## config.mk

```make
export PLATFORM = sky130hd
export DESIGN_NAME = mem_copy_engine
export DESIGN_NICKNAME = d
export VERILOG_FILES = /design/src/rtl/mem_copy_engine.sv
export SDC_FILE = /design/constraint.sdc
export NUM_CORES = 1
export LEC_CHECK = 0
export ABC_AREA = 1
export CAP_MARGIN = 20
export CORE_UTILIZATION = 29
export CTS_CLUSTER_SIZE = 8
export DETAILED_ROUTE_END_ITERATION = 8
export PLACE_DENSITY = 0.48
export SETUP_SLACK_MARGIN = 0.3
export SLEW_MARGIN = 20
export SYNTH_ARGS = -nofsm -noshare
export SYNTH_HDL_FRONTEND = slang
export SYNTH_SLANG_ARGS = --single-unit
```

## constraint.sdc

```tcl
create_clock -name clk -period 6.5 [get_ports clk]
set_clock_uncertainty 0.1 [all_clocks]
set_input_delay 0.975 -clock clk [delete_from_list [all_inputs] [get_ports clk]]
set_output_delay 0.975 -clock clk [all_outputs]
set_load 0.1 [all_outputs]
```

## src/rtl/mem_copy_engine.sv

```systemverilog
// Word-copy bus initiator: reads a source word, writes it to the destination, two cycles per word.
// Optional running checksum of all words read is enabled with MEM_COPY_CHECKSUM_EN.
module mem_copy_engine #(
  parameter int unsigned LEN_W  = 16,
  parameter int unsigned ADDR_W = 32
) (
  input  logic              clk,
  input  logic              reset,
  input  logic              start,
  input  logic [ADDR_W-1:0] src_addr,
  input  logic [ADDR_W-1:0] dst_addr,
  input  logic [LEN_W-1:0]  len,
  output logic              busy,
  output logic              done,
  output logic              mem_we,
  output logic [ADDR_W-1:0] mem_a,
  output logic [31:0]       mem_wd,
  input  logic [31:0]       mem_rd
`ifdef MEM_COPY_CHECKSUM_EN
  ,
  output logic [31:0]       checksum
`endif
);

  typedef enum logic [1:0] {StIdle, StRd, StWr, StFin} state_t;

  state_t              state_q, state_d;
  logic [ADDR_W-1:0]   src_q, dst_q, last_a_q;
  logic [LEN_W-1:0]    rem_q;
  logic [31:0]         data_q;

  // Byte-offset bits of the programmed addresses are dropped by design.
  logic unused_addr_bits;
  assign unused_addr_bits = ^{src_addr[1:0], dst_addr[1:0]};

  always_ff @(posedge clk or posedge reset) begin
    if (reset) begin
      state_q <= StIdle;
    end else begin
      state_q <= state_d;
    end
  end

  always_comb begin
    state_d = state_q;
    unique case (state_q)
      StIdle: begin
        if (start) begin
          state_d = (len == '0) ? StFin : StRd;
        end
      end
      StRd:   state_d = StWr;
      StWr:   state_d = (rem_q == LEN_W'(1)) ? StFin : StRd;
      StFin:  state_d = StIdle;
      default: state_d = StIdle;
    endcase
  end

  always_ff @(posedge clk or posedge reset) begin
    if (reset) begin
      src_q    <= '0;
      dst_q    <= '0;
      last_a_q <= '0;
      rem_q    <= '0;
      data_q   <= '0;
    end else begin
      case (state_q)
        StIdle: begin
          if (start) begin
            src_q <= {src_addr[ADDR_W-1:2], 2'b00};
            dst_q <= {dst_addr[ADDR_W-1:2], 2'b00};
            rem_q <= len;
          end
        end
        StRd: begin
          data_q   <= mem_rd;
          last_a_q <= src_q;
        end
        StWr: begin
          src_q    <= src_q + ADDR_W'(4);
          dst_q    <= dst_q + ADDR_W'(4);
          rem_q    <= rem_q - LEN_W'(1);
          last_a_q <= dst_q;
        end
        default: ;
      endcase
    end
  end

  // Outputs decode only from state and registers; mem_a holds the last address outside RD/WR.
  always_comb begin
    mem_a  = last_a_q;
    mem_we = 1'b0;
    busy   = 1'b0;
    done   = 1'b0;
    case (state_q)
      StRd: begin
        mem_a = src_q;
        busy  = 1'b1;
      end
      StWr: begin
        mem_a  = dst_q;
        mem_we = 1'b1;
        busy   = 1'b1;
      end
      StFin:   done = 1'b1;
      default: ;
    endcase
  end

  assign mem_wd = data_q;

`ifdef MEM_COPY_CHECKSUM_EN
  logic [31:0] sum_q;

  always_ff @(posedge clk or posedge reset) begin
    if (reset) begin
      sum_q <= '0;
    end else if (state_q == StIdle && start) begin
      sum_q <= '0;
    end else if (state_q == StRd) begin
      sum_q <= sum_q + mem_rd;
    end
  end

  assign checksum = sum_q;
`else
  // Default build carries no checksum state.
`endif

endmodule
```

After elaboration in Yosys (flattened, before gate mapping)

Index checks and enable logic that the tools add are counted.

Bits in writable memories: 0
Bits in read-only memories: 0
Register bits: 146
Memories kept: 0
Logic and storage cells: 33
Bits in latches: 0
Output and inout bits: 67

Mux-type cells: 14
$mul: 0
Add/subtract/negate cells: 3
Eq/ne operators: 5
Div/mod/pow operators: 0
Magnitude comparators: 0
Reductions and logical operators: 5
Bitwise logic cells: 0
Shifts and indexed selects: 0

Operators by type and width:

| kind                  | count |
|---|---|
| $pmux 32 s2           | 3 |
| $add 32x3->32 const B | 2 |
| $mux 32               | 2 |
| $pmux 16 s2           | 1 |
| $eq 16x1->1 const B   | 1 |
| $logic_not 16->1      | 1 |
| $mux 16               | 1 |
| $sub 16x1->16 const B | 1 |
| $pmux 2 s4            | 1 |
| $mux 2                | 3 |
| $eq 2x2->1 const B    | 2 |
| $mux 1                | 3 |
| $eq 2x1->1 const B    | 1 |
| $logic_not 2->1       | 1 |
| $ne 2x2->1 const B    | 1 |
| $reduce_and 2->1      | 1 |
| $reduce_bool 2->1     | 1 |
| $reduce_or 2->1       | 1 |

Logic depth before layout (Yosys ltp)

Depth in word-level cells: 4
Mapped depth: 12
Depth with buffers taken out: 11

Worst setup path before layout

No wires, ideal clock.

Kind: reg-to-output
Start: reg state_q[0]
End: out mem_a[3]
Path buffers: 3
Arrival time: 3689 ps
Slack: 1736 ps
Cell stages (with the launch flop): 8
Required time: 5425 ps
Cell sequence: dfrtp_1 -> inv_1 -> ha_1 -> buf_2 -> buf_2 -> buf_2 -> nand2_1 -> a31oi_1

Cells in the longest elaborated chain, start to end: 2

RTL lines:

| what                                     | RTL line | text |
|---|---|---|
| start, declared                          | 27       | `state_t state_q, state_d;` |
| start signal, assigned                   | 38       | `state_q <= StIdle;` |
| start signal, assigned                   | 40       | `state_q <= state_d;` |
| $eq 2x2->1 or $eq 2x1->1 (tied branches) | 96       | `case (state_q)` |
| $pmux 32 s2 (*)                          | n/a      |  |
| end, declared                            | 16       | `output logic [ADDR_W-1:0] mem_a,` |

Every way passes the cells marked *; elsewhere a longest branch is shown, timed or not.

Final worst setup path

Start: reg state_q[1]
End: out mem_a[11]

Same word-level chain as after synthesis.

==> results.txt <==
- The run finished with clean final reports.
* Buffer depth of the longest clock path: 2
* Final count of pins violating max slew: 0
- Max-slew headroom at the worst pin: 33.1%
- Nature of the critical path startpoint: flop
- The number of placed instances, taps included, is 1812.
- Vertical die dimension: 173 um
- Along the worst path, the maximum fanout reaches 35.
- The die covers 0.0300 mm2.
- Buffers placed on the I/O ports in this run total 177.
- Top achievable clock speed: 208 MHz
* Total number of vias: 8514
- Final hold slack: 0.371 ns
* Initial antenna violation count: 0
- Data required time of the worst path: 5.42 ns
* Number of hold violations in the final report: 0
- Total congestion overflow: 0
- Critical path's slowest cell: sky130_fd_sc_hd__clkdlybuf4s50_1
- Number of sinks handled by clock tree synthesis: 142
* Cells along the critical path: inv_1, ha_2, buf_4, nor2_1, a31oi_1, clkdlybuf4s50_1
- In this run the worst hold path is classified as reg2reg.
* Wire length of the first global-routing pass: 45600 um
- Final setup vio count: 0
- Setup repair bufs after CTS: 0
- Most frequent standard cell in the layout excluding fill and tap cells: sky130_fd_sc_hd__nand2_1
- After detailed routing, the number of remaining DRC violations is 0.
* First DRT Iteration DRCs: 532
- Max-cap violations in this run came to 0.
- Antenna-violating nets left: 0
* Number of nets in the finished design: 1570
- Counting I/O delays and the setup requirement, the final critical path takes 4.81 ns.
* Fraction of the cycle the final worst path needs: 73.9%
* DRT Pass-1 Iters: 5
- Setup repair after global routing missed its margin: no
- Yosys printed 0 warnings.
* Final cell count without fillers: 1844
- For the pin with the worst max-slew slack, the measured transition is 1.00 ns.
- CTS clk-pin slew, worst paths: 0.06 ns
* Area of all placed cells without fillers: 0.0112 mm2
- The root buffer cell chosen for the clock tree is sky130_fd_sc_hd__clkbuf_16.
* Most frequent cells in the layout: sky130_fd_sc_hd__nand2_1, sky130_fd_sc_hd__nor2_1, sky130_fd_sc_hd__clkdlybuf4s50_1, sky130_fd_sc_hd__dfrtp_1, sky130_fd_sc_hd__inv_1
* Count of pins on the block boundary: 182
- Initial Util: 29.6%
* Routed WL per cell: 15.5 um
- DR vias/cell: 4.62
* Horiz. Die Dim: 173 um
* Maximum number of pins on one net before global-route repair: 95
- Data on the critical path arrives at its endpoint at 3.73 ns.
* RD Place Congestion: 0.845
* Post-cts resize count: 0
- In this run, post-CTS hold repair placed 0 buffers.
- Summed over all nets, the half-perimeter wirelength after detailed placement is 20300 um.
- Vias in the first global route: 8238
- Mean post-synth cell area: 6.57 um2
- Antenna cell count: 0
- Sequential element share of the synthesized area: 41.7%
- Class of the most critical setup path: reg2out
* H-tree depth reported by CTS: 4
- Worst stage delay on the critical path: 1.20 ns
- The number of clock buffers added by TritonCTS is 17.
- TritonCTS clock tree: built
- Critical Path Sink Type: output pin
- Total routing usage reported by global routing: 19.3%
- Compared with the post-synthesis result, the final layout area differs by 31.7%.
- Number of instances in the synthesized netlist: 1296
* Mapped cell area: 0.00851 mm2
- Fin Setup TNS: 0 ns
- The floorplan has 62 rows.
* Placeable core region: 0.0288 mm2
- The number of nets in the synthesized netlist is 1419.
- Routed Wire Length: 28500 um
- Counting distinct cell types in the post-synthesis netlist gives 33.
- Counting flops and latches in the post-synthesis netlist gives 142.
* Post-place instance area: 0.0106 mm2
* Proportion of layout cells with a drive suffix above 1: 5.00%
- The clock reaches the later pin of the worst-skew pair after 0.43 ns.
==> metrics by stage <==
stage	util, %	worst slack, ns
6_report	39.0	1.69
3_3_place_gp	36.9	2.16
5_1_grt	39.0	1.50
2_1_floorplan	-	1.62
4_1_cts	39.0	1.66
3_5_place_dp	36.9	2.13
==> cell families after synthesis <==
logic type | after synthesis | synth area share (%)
flops | 142 | 41.7
xor+xnor | 7 | 0.720
simple gates | 810 | 37.9
fa+ha+maj | 8 | 1.18
compound gates | 155 | 10.2
buf+inv | 174 | 8.23
==> routing by layer <==
layer	global-route usage, %	up-vias	wire [um]
li1	-	4371	-
met1	26.8	3941	13800
met2	31.3	181	13300
met3	2.96	21	1100
met4	4.98	0	391
met5	0	-	0
==> synthesized netlist by cell type (all sizes together) <==
cell type | number | share of area [%]
a21boi | 2 | 0.18
a21oi | 39 | 2.3
a22o | 1 | 0.10
a22oi | 1 | 0.088
a31oi | 37 | 2.7
buf | 33 | 2.0
clkbuf | 21 | 0.93
dfrtp | 142 | 42
ha | 8 | 1.2
inv | 120 | 5.3
nand2 | 492 | 22
nand3 | 69 | 4.1
nand3b | 2 | 0.18
nand4 | 6 | 0.44
nor2 | 223 | 10
nor3 | 10 | 0.59
nor3b | 1 | 0.088
o211ai | 5 | 0.44
o21ai | 66 | 4.0
o21bai | 2 | 0.18
o22ai | 2 | 0.15
or2 | 7 | 0.51
xnor2 | 6 | 0.62
xor2 | 1 | 0.10
==> critical path: cells and delay by family, from the launching register on <==
| family | cells | cell delay (ns) |
|---|---|---|
| adder cells (fa/ha/maj) | 1 | 0.73 |
| buffers and inverters | 3 | 1.73 |
| AO/OA/AOI/OAI | 1 | 0.31 |
| flip-flops | 1 | 0.42 |
| AND/OR/NAND/NOR | 1 | 0.09 |
==> flip-flops by register name (all words and copies together) (netlist names) <==
name and count:
last_a_q 32, state_q 2, mem_wd 32, rem_q 16, dst_q 30, src_q 30
==> worst paths after layout <==
path                                             start               endpoint  slack (ns)  depth (start not counted)
max in group asynchronous                        reset   src_q[9]$_DFFE_PP0P_        4.02                          3
worst min register to register   mem_wd[1]$_DFFE_PP0P_  mem_wd[1]$_DFFE_PP0P_        0.37                          2
worst min-delay path             mem_wd[1]$_DFFE_PP0P_  mem_wd[1]$_DFFE_PP0P_        0.37                          2
worst max register to register  state_q[0]$_DFFE_PP0P_   rem_q[5]$_DFFE_PP0P_        3.13                         10
worst max-delay path            state_q[1]$_DFFE_PP0P_              mem_a[11]        1.69                          6
min in group asynchronous                        reset  last_a_q[1]$_DFF_PP0_        1.03                          2
==> cell type report <==
| cell class | instances | area [um2] |
|---|---|---|
| flip-flops and latches | 142 | 3550 |
| multi-input cells | 980 | 4280 |
| inverters | 120 | 455 |
| repair buffers | 186 | 1840 |
| clock buffers | 18 | 429 |
| well taps | 384 | 480 |
| clock inverters | 14 | 180 |
| fillers | 3097 | 17600 |
Power is left out: the tool's default activity adds up to more than one toggle a clock period on the data nets, which glitch-free logic cannot reach.
